**config.mk**
```make
export PLATFORM = sky130hd
export DESIGN_NAME = mesi_isc_cpu_agent
export DESIGN_NICKNAME = d
export VERILOG_FILES = /design/src/rtl/mesi_isc_pkg.sv /design/src/rtl/mesi_isc_cpu_agent_snoop.sv /design/src/rtl/mesi_isc_cpu_agent.sv
export SDC_FILE = /design/constraint.sdc
export NUM_CORES = 1
export LEC_CHECK = 0
export BUFFER_PORTS_ARGS = -buffer_cell sky130_fd_sc_hd__buf_2
export CAP_MARGIN = 0
export CORE_MARGIN = 8
export CORE_UTILIZATION = 43
export DETAILED_ROUTE_END_ITERATION = 10
export GPL_ROUTABILITY_DRIVEN = 0
export PLACE_DENSITY = 0.65
export SYNTH_ARGS = -nofsm -noshare
export SYNTH_HDL_FRONTEND = slang
export SYNTH_SLANG_ARGS = --single-unit
```
**constraint.sdc**
```tcl
create_clock -name clk -period 3.2 [get_ports clk]
set_input_delay 0.32 -clock clk [delete_from_list [all_inputs] [get_ports clk]]
set_output_delay 0.32 -clock clk [all_outputs]
set_load 0.005 [all_outputs]
```
**src/rtl/mesi_isc_pkg.sv**
```systemverilog
// Shared command encodings, MESI line states and FSM state types for the
// per-CPU coherence agent.
package mesi_isc_pkg;

   typedef enum logic [2:0] {
      MBUS_NOP      = 3'd0,
      MBUS_WR       = 3'd1,
      MBUS_RD       = 3'd2,
      MBUS_WR_BROAD = 3'd3,
      MBUS_RD_BROAD = 3'd4
   } mbus_cmd_t;

   typedef enum logic [2:0] {
      CBUS_NOP      = 3'd0,
      CBUS_WR_SNOOP = 3'd1,
      CBUS_RD_SNOOP = 3'd2,
      CBUS_EN_WR    = 3'd3,
      CBUS_EN_RD    = 3'd4
   } cbus_cmd_t;

   typedef enum logic [1:0] {
      MESI_I = 2'd0,
      MESI_S = 2'd1,
      MESI_E = 2'd2,
      MESI_M = 2'd3
   } mesi_state_t;

   typedef enum logic [1:0] {
      MAIN_IDLE    = 2'd0,
      MAIN_MREQ    = 2'd1,
      MAIN_WAIT_EN = 2'd2,
      MAIN_DONE    = 2'd3
   } main_state_t;

   typedef enum logic [1:0] {
      SN_IDLE = 2'd0,
      SN_WAIT = 2'd1,
      SN_ACK  = 2'd2,
      SN_GAP  = 2'd3
   } snoop_state_t;

   // Statistics counters stick at all-ones instead of wrapping.
   function automatic logic [15:0] sat_inc(input logic [15:0] value);
      return (value == 16'hFFFF) ? value : value + 16'd1;
   endfunction

endpackage

```
**src/rtl/mesi_isc_cpu_agent_snoop.sv**
```systemverilog
// Coherence-bus snoop sequencer: captures one command, acks it after a fixed
// latency, then ignores the bus for one cycle so a held command is acked once.
module mesi_isc_cpu_agent_snoop
   import mesi_isc_pkg::*;
#(
   parameter int ADDR_WIDTH     = 32,
   parameter int CBUS_CMD_WIDTH = 3,
   parameter int SNOOP_LAT      = 2
) (
   input  logic                      clk,
   input  logic                      rst,
   input  logic [CBUS_CMD_WIDTH-1:0] cbus_cmd_i,
   input  logic [ADDR_WIDTH-1:0]     cbus_addr_i,
   output logic [CBUS_CMD_WIDTH-1:0] snp_cmd_o,
   output logic [ADDR_WIDTH-1:0]     snp_addr_o,
   output logic                      ack_o,
   output logic                      ack_next_o
);

   snoop_state_t              sn_state_r;
   logic [3:0]                cnt_r;
   logic [CBUS_CMD_WIDTH-1:0] cmd_r;
   logic [ADDR_WIDTH-1:0]     addr_r;
   logic                      ack_r;
   logic                      ack_next_s;

   // Snoop FSM with latency counter and registered ack strobe
   always_ff @(posedge clk or negedge rst) begin
      if (!rst) begin
         sn_state_r <= SN_IDLE;
         cnt_r      <= 4'd0;
         cmd_r      <= {CBUS_CMD_WIDTH{1'b0}};
         addr_r     <= {ADDR_WIDTH{1'b0}};
         ack_r      <= 1'b0;
      end else begin
         case (sn_state_r)
            SN_IDLE: begin
               if (cbus_cmd_i != CBUS_CMD_WIDTH'(CBUS_NOP)) begin
                  cmd_r  <= cbus_cmd_i;
                  addr_r <= cbus_addr_i;
                  cnt_r  <= 4'(SNOOP_LAT - 1);
                  if (SNOOP_LAT == 1) begin
                     sn_state_r <= SN_ACK;
                     ack_r      <= 1'b1;
                  end else begin
                     sn_state_r <= SN_WAIT;
                  end
               end
            end
            SN_WAIT: begin
               cnt_r <= cnt_r - 4'd1;
               if (cnt_r == 4'd1) begin
                  sn_state_r <= SN_ACK;
                  ack_r      <= 1'b1;
               end
            end
            SN_ACK: begin
               ack_r      <= 1'b0;
               sn_state_r <= SN_GAP;
            end
            SN_GAP: begin
               sn_state_r <= SN_IDLE;
            end
            default: begin
               ack_r      <= 1'b0;
               sn_state_r <= SN_IDLE;
            end
         endcase
      end
   end

   // Look-ahead of the ack so the CPU side can drop ready in time
   always_comb begin
      ack_next_s = 1'b0;
      case (sn_state_r)
         SN_IDLE: ack_next_s = (cbus_cmd_i != CBUS_CMD_WIDTH'(CBUS_NOP)) && (SNOOP_LAT == 1);
         SN_WAIT: ack_next_s = (cnt_r == 4'd1);
         default: ack_next_s = 1'b0;
      endcase
   end

   assign snp_cmd_o  = cmd_r;
   assign snp_addr_o = addr_r;
   assign ack_o      = ack_r;
   assign ack_next_o = ack_next_s;

endmodule

```
**src/rtl/mesi_isc_cpu_agent.sv**
```systemverilog
// Per-CPU MESI agent: CPU request FSM, direct-mapped tag/state table, snoop glue.
// Optional statistics counters under `MESI_ISC_CPU_AGENT_STATS_EN.
module mesi_isc_cpu_agent
   import mesi_isc_pkg::*;
#(
   parameter int ADDR_WIDTH     = 32,
   parameter int MBUS_CMD_WIDTH = 3,
   parameter int CBUS_CMD_WIDTH = 3,
   parameter int NUM_LINES      = 4,
   parameter int IDX_W          = 2,
   parameter int SNOOP_LAT      = 2
) (
   input  logic                      clk,
   input  logic                      rst,
   input  logic                      req_valid_i,
   input  logic                      req_wr_i,
   input  logic [ADDR_WIDTH-1:0]     req_addr_i,
   output logic                      req_ready_o,
   output logic                      resp_valid_o,
   output logic [MBUS_CMD_WIDTH-1:0] mbus_cmd_o,
   output logic [ADDR_WIDTH-1:0]     mbus_addr_o,
   input  logic                      mbus_ack_i,
   input  logic [ADDR_WIDTH-1:0]     cbus_addr_i,
   input  logic [CBUS_CMD_WIDTH-1:0] cbus_cmd_i,
`ifdef MESI_ISC_CPU_AGENT_STATS_EN
   output logic [15:0]               stat_hit_o,
   output logic [15:0]               stat_miss_o,
   output logic [15:0]               stat_inv_o,
`endif
   output logic                      cbus_ack_o
);

   localparam int TAG_W = ADDR_WIDTH - IDX_W;

   main_state_t           main_state_r;
   logic [ADDR_WIDTH-1:0] addr_r;
   logic                  wr_r;
   mbus_cmd_t             mbus_cmd_r;
   logic [ADDR_WIDTH-1:0] mbus_addr_r;
   logic                  resp_valid_r;
   logic                  req_ready_r;

   mesi_state_t           line_state_r [NUM_LINES];
   logic [TAG_W-1:0]      line_tag_r   [NUM_LINES];

   logic [CBUS_CMD_WIDTH-1:0] sn_cmd_s;
   logic [ADDR_WIDTH-1:0]     sn_addr_s;
   logic                      sn_ack_s;
   logic                      sn_ack_next_s;

   mesi_isc_cpu_agent_snoop #(
      .ADDR_WIDTH    (ADDR_WIDTH),
      .CBUS_CMD_WIDTH(CBUS_CMD_WIDTH),
      .SNOOP_LAT     (SNOOP_LAT)
   ) u_snoop (
      .clk        (clk),
      .rst        (rst),
      .cbus_cmd_i (cbus_cmd_i),
      .cbus_addr_i(cbus_addr_i),
      .snp_cmd_o  (sn_cmd_s),
      .snp_addr_o (sn_addr_s),
      .ack_o      (sn_ack_s),
      .ack_next_o (sn_ack_next_s)
   );

   logic [IDX_W-1:0] req_idx_s;
   logic [TAG_W-1:0] req_tag_s;
   mesi_state_t      req_line_st_s;
   logic             req_hit_s;
   logic             fast_s;
   logic             accept_s;
   logic [IDX_W-1:0] sn_idx_s;
   logic [TAG_W-1:0] sn_tag_s;
   mesi_state_t      sn_line_st_s;
   logic             sn_hit_s;
   logic             en_match_s;

   assign req_idx_s     = req_addr_i[IDX_W-1:0];
   assign req_tag_s     = req_addr_i[ADDR_WIDTH-1:IDX_W];
   assign req_line_st_s = line_state_r[req_idx_s];
   assign req_hit_s     = (req_line_st_s != MESI_I) && (line_tag_r[req_idx_s] == req_tag_s);
   // Loads hit on any valid state; stores only complete locally on E/M.
   assign fast_s        = req_hit_s && (!req_wr_i || (req_line_st_s == MESI_E) || (req_line_st_s == MESI_M));
   assign accept_s      = req_valid_i && req_ready_r;

   assign sn_idx_s      = sn_addr_s[IDX_W-1:0];
   assign sn_tag_s      = sn_addr_s[ADDR_WIDTH-1:IDX_W];
   assign sn_line_st_s  = line_state_r[sn_idx_s];
   assign sn_hit_s      = (sn_line_st_s != MESI_I) && (line_tag_r[sn_idx_s] == sn_tag_s);
   assign en_match_s    = (main_state_r == MAIN_WAIT_EN) && (sn_addr_s == addr_r) &&
                          ((wr_r && (sn_cmd_s == CBUS_CMD_WIDTH'(CBUS_EN_WR))) ||
                           (!wr_r && (sn_cmd_s == CBUS_CMD_WIDTH'(CBUS_EN_RD))));

   // CPU request FSM with registered handshake and main-bus outputs
   always_ff @(posedge clk or negedge rst) begin
      if (!rst) begin
         main_state_r <= MAIN_IDLE;
         addr_r       <= {ADDR_WIDTH{1'b0}};
         wr_r         <= 1'b0;
         mbus_cmd_r   <= MBUS_NOP;
         mbus_addr_r  <= {ADDR_WIDTH{1'b0}};
         resp_valid_r <= 1'b0;
         req_ready_r  <= 1'b0;
      end else begin
         case (main_state_r)
            MAIN_IDLE: begin
               if (accept_s) begin
                  addr_r      <= req_addr_i;
                  wr_r        <= req_wr_i;
                  req_ready_r <= 1'b0;
                  if (fast_s) begin
                     main_state_r <= MAIN_DONE;
                     resp_valid_r <= 1'b1;
                  end else begin
                     main_state_r <= MAIN_MREQ;
                     mbus_cmd_r   <= req_wr_i ? MBUS_WR_BROAD : MBUS_RD_BROAD;
                     mbus_addr_r  <= req_addr_i;
                  end
               end else begin
                  req_ready_r <= !sn_ack_next_s;
               end
            end
            MAIN_MREQ: begin
               if (mbus_ack_i) begin
                  mbus_cmd_r   <= MBUS_NOP;
                  main_state_r <= MAIN_WAIT_EN;
               end
            end
            MAIN_WAIT_EN: begin
               if (sn_ack_s && en_match_s) begin
                  main_state_r <= MAIN_DONE;
                  resp_valid_r <= 1'b1;
               end
            end
            MAIN_DONE: begin
               resp_valid_r <= 1'b0;
               main_state_r <= MAIN_IDLE;
               req_ready_r  <= !sn_ack_next_s;
            end
            default: begin
               main_state_r <= MAIN_IDLE;
               mbus_cmd_r   <= MBUS_NOP;
               resp_valid_r <= 1'b0;
               req_ready_r  <= 1'b0;
            end
         endcase
      end
   end

   // Tag/state table: snoop updates on the ack cycle, local store-hit upgrade otherwise
   always_ff @(posedge clk or negedge rst) begin
      if (!rst) begin
         for (int i = 0; i < NUM_LINES; i++) begin
            line_state_r[i] <= MESI_I;
            line_tag_r[i]   <= {TAG_W{1'b0}};
         end
      end else if (sn_ack_s) begin
         case (sn_cmd_s)
            CBUS_CMD_WIDTH'(CBUS_WR_SNOOP): begin
               if (sn_hit_s) begin
                  line_state_r[sn_idx_s] <= MESI_I;
               end
            end
            CBUS_CMD_WIDTH'(CBUS_RD_SNOOP): begin
               if (sn_hit_s && ((sn_line_st_s == MESI_E) || (sn_line_st_s == MESI_M))) begin
                  line_state_r[sn_idx_s] <= MESI_S;
               end
            end
            CBUS_CMD_WIDTH'(CBUS_EN_WR), CBUS_CMD_WIDTH'(CBUS_EN_RD): begin
               if (en_match_s) begin
                  line_tag_r[sn_idx_s]   <= sn_tag_s;
                  line_state_r[sn_idx_s] <= wr_r ? MESI_M : MESI_S;
               end
            end
            default: begin
            end
         endcase
      end else if (accept_s && fast_s && req_wr_i) begin
         line_state_r[req_idx_s] <= MESI_M;
      end
   end

`ifdef MESI_ISC_CPU_AGENT_STATS_EN
   logic [15:0] stat_hit_r;
   logic [15:0] stat_miss_r;
   logic [15:0] stat_inv_r;

   // Saturating event counters
   always_ff @(posedge clk or negedge rst) begin
      if (!rst) begin
         stat_hit_r  <= 16'd0;
         stat_miss_r <= 16'd0;
         stat_inv_r  <= 16'd0;
      end else begin
         if (accept_s && fast_s) begin
            stat_hit_r <= sat_inc(stat_hit_r);
         end
         if (accept_s && !fast_s) begin
            stat_miss_r <= sat_inc(stat_miss_r);
         end
         if (sn_ack_s && (sn_cmd_s == CBUS_CMD_WIDTH'(CBUS_WR_SNOOP)) && sn_hit_s) begin
            stat_inv_r <= sat_inc(stat_inv_r);
         end
      end
   end

   assign stat_hit_o  = stat_hit_r;
   assign stat_miss_o = stat_miss_r;
   assign stat_inv_o  = stat_inv_r;
`endif

   assign req_ready_o  = req_ready_r;
   assign resp_valid_o = resp_valid_r;
   assign mbus_cmd_o   = MBUS_CMD_WIDTH'(mbus_cmd_r);
   assign mbus_addr_o  = mbus_addr_r;
   assign cbus_ack_o   = sn_ack_s;

endmodule

```
[After elaboration in Yosys (flattened, before gate mapping)]
Index checks and enable logic that the tools add are counted.
Cells by class
  shift-type cells: 0
  muxes and demuxes: 51
  $add $sub $neg: 1
  equality and inequality tests: 29
  divide/modulo/power cells: 0
  bitwise logic cells: 9
  $lt $le $gt $ge: 4
  reductions and logical operators: 44
  multiply operators: 0
Operators with widths (number)
  $mux W30: 5
  $bmux W30 S2: 2
  $bwmux W120: 1
  $demux W30 S2: 1
  $eq A30 B30 Y1: 2
  $mux W8: 5
  $eq A32 B32 Y1: 1
  $mux W2: 13
  $pmux W8 S3: 1
  $eq A2 B2 Y1 const B: 8
  $pmux W2 S4: 2
  $logic_and A1 B1 Y1: 14
  $reduce_bool A2 Y1: 7
  $mux W3: 4
  $reduce_and A2 Y1: 5
  $ne A3 B3 Y1 const B: 3
  $reduce_and A3 Y1: 3
  $and A8 B8 Y8: 1
  $bmux W2 S2: 2
  $bwmux W8: 1
  $demux W2 S2: 2
  $ne A2 B2 Y1 const B: 4
  $not A8 Y8: 1
  $or A8 B8 Y8: 1
  other kinds (28): 49
Word-level totals
  output and inout bits: 38
  memory bits (read-only): 0
  word-level logic and storage cells: 158
  RAM bits: 0
  input bits: 72
  register bits after elaboration: 242
  memories kept: 0
  latch bits: 0

[Depth between registers and ports, before layout]
  depth after elaboration: 12
  mapped depth: 13
  mapped depth without buffers: 8

[Hierarchy]
A second synthesis with hierarchy kept.
Unflattened totals
  cells, all modules: 855
  area total of the unflattened synthesis: 12161.7 um2
By module, submodules not included
  mesi_isc_cpu_agent: instances 1, area an instance 10401.2 um2, seq. area each 4979.8 um2, cells an instance 733
  mesi_isc_cpu_agent_snoop: instances 1, area an instance 1760.4 um2, seq. area each 1051.0 um2, cells an instance 122

[Worst setup path before layout]
No wires, ideal clock.
  path kind: input port to flip-flop
  start point: input req_addr_i[0]
  end point: register mbus_addr_r[10], in the netlist mbus_addr_o[10]
  stages: 11
  library setup time: 0.125 ns
  data required time: 3.075 ns
  buffers on the path: 4
  data arrival time: 2.476 ns
  slack: 0.599 ns
  cells stage by stage: buf_6 buf_6 mux4_2 xnor2_1 nand4_1 nor4_2 nand4_1 nor2b_4 buf_6 buf_6 mux2_4
On the way
  cells in the longest elaborated chain, start to end: 10
  elaborated cells between the ends (all ways): 17
  those cells by class: 3 x eq/ne; 6 x mux; 2 x bitwise; 6 x reduce/logical
Ends and longest elaborated chain
  start: declaration: line mesi_isc_cpu_agent.sv:17  | input logic [ADDR_WIDTH-1:0] req_addr_i,
  $not A2 Y3 (implied by the code) *: line mesi_isc_cpu_agent.sv:80, mesi_isc_cpu_agent.sv:81
  branches (longest 6 deep; another with $bmux W30 S2)
  $logic_and A1 B1 Y1 *: line mesi_isc_cpu_agent.sv:83  | assign fast_s = req_hit_s && (!req_wr_i || (req_line_st_s == MESI_E) || (req_line_st_s == MESI_M));
  $not A1 Y1 (no line) *
  $reduce_and A3 Y1 (no line) *
  end signal: assignment: line mesi_isc_cpu_agent.sv:101  | mbus_addr_r <= {ADDR_WIDTH{1'b0}};
  end signal: assignment: line mesi_isc_cpu_agent.sv:117  | mbus_addr_r <= req_addr_i;
  end: declaration: line mesi_isc_cpu_agent.sv:39  | logic [ADDR_WIDTH-1:0] mbus_addr_r;
Mark *: on every way between the ends. The select of a mux whose other input is x is not followed.
A chain may end at the register's enable or synchronous reset.

[Worst setup path in the final report]
  start point: register u_snoop.addr_r[1], in the netlist u_snoop.snp_addr_o[1]
  end point: register line_tag_r[101] in the netlist's numbering
On the way
  cells in the longest elaborated chain, start to end: 6
  elaborated cells between the ends (all ways): 11
  those cells by class: 2 x order compare; 1 x eq/ne; 3 x mux; 1 x bitwise; 4 x reduce/logical
Ends and longest elaborated chain
  start: declaration: line mesi_isc_cpu_agent_snoop.sv:23  | logic [ADDR_WIDTH-1:0] addr_r;
  start signal: assignment: line mesi_isc_cpu_agent_snoop.sv:33  | addr_r <= {ADDR_WIDTH{1'b0}};
  start signal: assignment: line mesi_isc_cpu_agent_snoop.sv:40  | addr_r <= cbus_addr_i;
  $not A2 Y3 (implied by the code): line mesi_isc_cpu_agent.sv:171  | line_tag_r[sn_idx_s] <= sn_tag_s;
  $ge A3 B3 Y1 (implied by the code) / $lt A3 B1 Y1 (equally long branches): line mesi_isc_cpu_agent.sv:171
  $logic_and A1 B1 Y1 (implied by the code): line mesi_isc_cpu_agent.sv:171
  $mux W30 (implied by the code): line mesi_isc_cpu_agent.sv:171
  $demux W30 S2: line mesi_isc_cpu_agent.sv:171
  $bwmux W120: line mesi_isc_cpu_agent.sv:171
  end signal: indexed assignment: line mesi_isc_cpu_agent.sv:155  | line_tag_r[i] <= {TAG_W{1'b0}};
  end signal: indexed assignment: line mesi_isc_cpu_agent.sv:171
  end: declaration: line mesi_isc_cpu_agent.sv:44  | logic [TAG_W-1:0] line_tag_r [NUM_LINES];
Parallel ways exist; a longest one is shown, timed or not.

==> impl_results.md <==
* Status: finished, final reports clean
* Dpl hpwl at 22.5 mm
* ANT cells at 0
* Share of layout cells above drive strength 1 at 47.7%
* CTS buffer count at 28
* Worst Path Arrival at 3440 ps
* Routed wire per std cell at 21.9 µm
* CTS H-tree depth at 1
* Seq/Total Area, Yosys at 49.1%
* Number of vias per cell at 5.47
* # IOs at 110
* Final Cycle Share at 94.4%
* Setup violators final at 0
* Max clock buf depth at 3
* Die ar. at 34200 µm²
* Largest fanout on the critical path at 13
* Slew @ Worst Pin at 765 ps
* Ys flop type: dfrtp_1
* Worst Setup Path Type: reg -> reg
* Final #Nets at 1121
* GRT Residual Overflow at 0
* Power per cell area at 797 nW/µm²
* Mapped Avg Cell Area at 14.2 µm²
* Critical Path Source Type: flip-flop
* DRC viols at 0
* Fmax at 0.331 GHz
* Hold WC Path Type: in -> reg
* Mapped Area at 12300 µm²
* IO buf count at 109
* Min cycle time layout at 3020 ps
* Number of flops mapped to enable cells by yosys at 0
* Final wirelength at 31.6 mm
* Crit path required time at 3620 ps
* Clk_skew at 10.3 ps
* Synth Register Bits at 241
* Layout Area Growth over Synthesis at 20.5%
* Largest net degree at the start of global routing at 95
* Synth warnings at 0
* Initial antenna violation count at 0
* Final Non-Filler Cells at 1444
* CTS root buf: clkbuf_16
* RSZ-0062 raised after global routing: true
* DRT antenna net count at 0
* Drt pass-1 iters at 5
* Die H at 185 µm
* Distinct cells, synth at 50
* Total Power at 11.8 mW
* Max-cap violations at 0
* Pins Over Slew Limit at 0
* Clk_lat worst skew at 540 ps
* DP Cell Count at 1376
* Ys async rst share at 100%
* Peak supply drop at 0.487 mV
* Final Hold Viols at 0
* Rows at 62
* Vias at 7897
* Leakage power at 6.67 nW
* Slew headroom at 49.0%
* CP endpoint kind: flip-flop
* Post-synth net total at 948
* Cells after Synth at 866
* Drt initial violations at 464
* First-pass GRT wire length at 49.9 mm
* CTS sink count at 241
* Placeable Area at 28400 µm²
* Reg clk slew, reported paths at 60 ps
* Die width at 185 µm
* Gr usage total at 18.7%
* CTS tree: done
* Initial Util at 43.2%
* Vias in the first global route at 8352
[registers in the layout, indices dropped and copies added (netlist names)]
signal / count
u_snoop.cnt_r: 4
u_snoop.snp_cmd_o: 3
u_snoop.snp_addr_o: 32
addr_r: 32
u_snoop.sn_state_r: 2
req_ready_o: 1
mbus_addr_o: 32
main_state_r: 2
wr_r: 1
line_state_r: 8
mbus_cmd_o: 2
resp_valid_o: 1
line_tag_r: 120
u_snoop.ack_o: 1
[worst max-delay path, cell delays in order, from the launching register on]
cell and delay, ps:
dfrtp_2 480, xor2_1 200, nor4_1 420, nand4_1 160, buf_4 180, nor3_1 320, nand2_1 220, nor3_2 230
buf_4 310, mux2_2 360
[final timing paths]
kind,startpoint,end,slack (ps),cells after the start
worst min register to register,mbus_addr_o[26],mbus_addr_o[26],500,1
worst max-delay path,u_snoop.snp_addr_o[1],line_tag_r[101],180,9
min in group asynchronous,rst,u_snoop.cnt_r[2],390,2
worst max register to register,u_snoop.snp_addr_o[1],line_tag_r[101],180,9
max in group asynchronous,rst,u_snoop.snp_addr_o[5],1920,3
worst min-delay path,cbus_addr_i[12],u_snoop.snp_addr_o[12],20,2
[area by class of cell]
class,count,area (µm²)
repair buffers,189,1360
clock inverters,10,87.6
fillers,2445,13600
clock buffers,41,831
well taps,384,480
flip-flops and latches,241,6030
inverters,16,60.1
multi-input cells,563,5930
[synth_stat cells, drive strengths merged, types with 4 or more instances]
cell type	number	area share, %
nand4	13	0.66
nand2	35	1.1
clkbuf	15	0.46
nor2	9	0.28
nor3	9	0.37
ha	10	1.0
o21ai	16	0.65
o22ai	4	0.25
nor4	12	0.71
inv	16	0.49
a21oi	25	1.0
buf	31	1.8
mux2i	11	0.90
nor2b	5	0.32
xnor2	57	4.1
nand3	8	0.37
a22o	4	0.29
dfrtp	241	49
mux2	218	21
mux4	57	10
xor2	38	2.7
[kinds of logic (layout without fill, tap and decap cells)]
logic type / count (synthesis) / count (layout) / share of synthesized area, %
XOR/XNOR: 95 / 95 / 6.78
buffers and inverters: 62 / 256 / 2.70
AO/OA/AOI/OAI: 65 / 65 / 3.36
flip-flops: 241 / 241 / 49.1
AND/OR/NAND/NOR: 107 / 107 / 4.71
multiplexers: 286 / 286 / 32.3
adder cells (fa/ha/maj): 10 / 10 / 1.02
[per-stage QoR]
step / setup TNS, ps / hold WS, ps / cell area (µm²) / worst slack, ps / util [%]
after floorplan: 0 / 24.4 / 12300 / 599 / -
after global placement: -7.91 / 401 / 13700 / -7.91 / 48.2
after detailed placement: 0 / 409 / 13700 / 13.8 / 48.2
after CTS: 0 / 0.457 / 14800 / 78.0 / 52.0
after global routing: -3.03 / 5.05 / 14800 / -2.02 / 52.1
final: 0 / 17.4 / 14800 / 179 / 52.1
[report_power, final]
group / switching, mW / total, mW / internal, mW
logic: 2.02 / 4.11 / 2.09
registers: 0.737 / 4.53 / 3.79
clock network: 1.28 / 3.15 / 1.87
[per-layer routing]
layer | part of all wire, % | GRT usage, %
met1 | 45 | 25.4
met2 | 49 | 31.6
met3 | 4.7 | 2.79
met4 | 1.4 | 3.68
met5 | 0 | 0
[cells in the final DEF (no fill, tap or decap), drive strengths merged, types with 10 or more instances in the layout]
cell type	Yosys	layout
dfrtp	241	241
mux2	218	218
buf	31	172
mux4	57	57
xnor2	57	57
clkbuf	15	41
xor2	38	38
nand2	35	35
a21oi	25	25
dlygate4sd3	0	17
o21ai	16	16
inv	16	16
nand4	13	13
nor4	12	12
mux2i	11	11
ha	10	10
[repair_timing]
| item | in CTS | in global routing |
|---|---|---|
| endpoints found under the setup margin | 0 | 90 |
| resized for setup | 0 | 1 |
| setup buffers | 0 | 0 |
| hold endpoints to repair | 107 | 0 |
| hold buffers | 17 | 0 |
No activity file was read; power rests on OpenSTA's default activity.
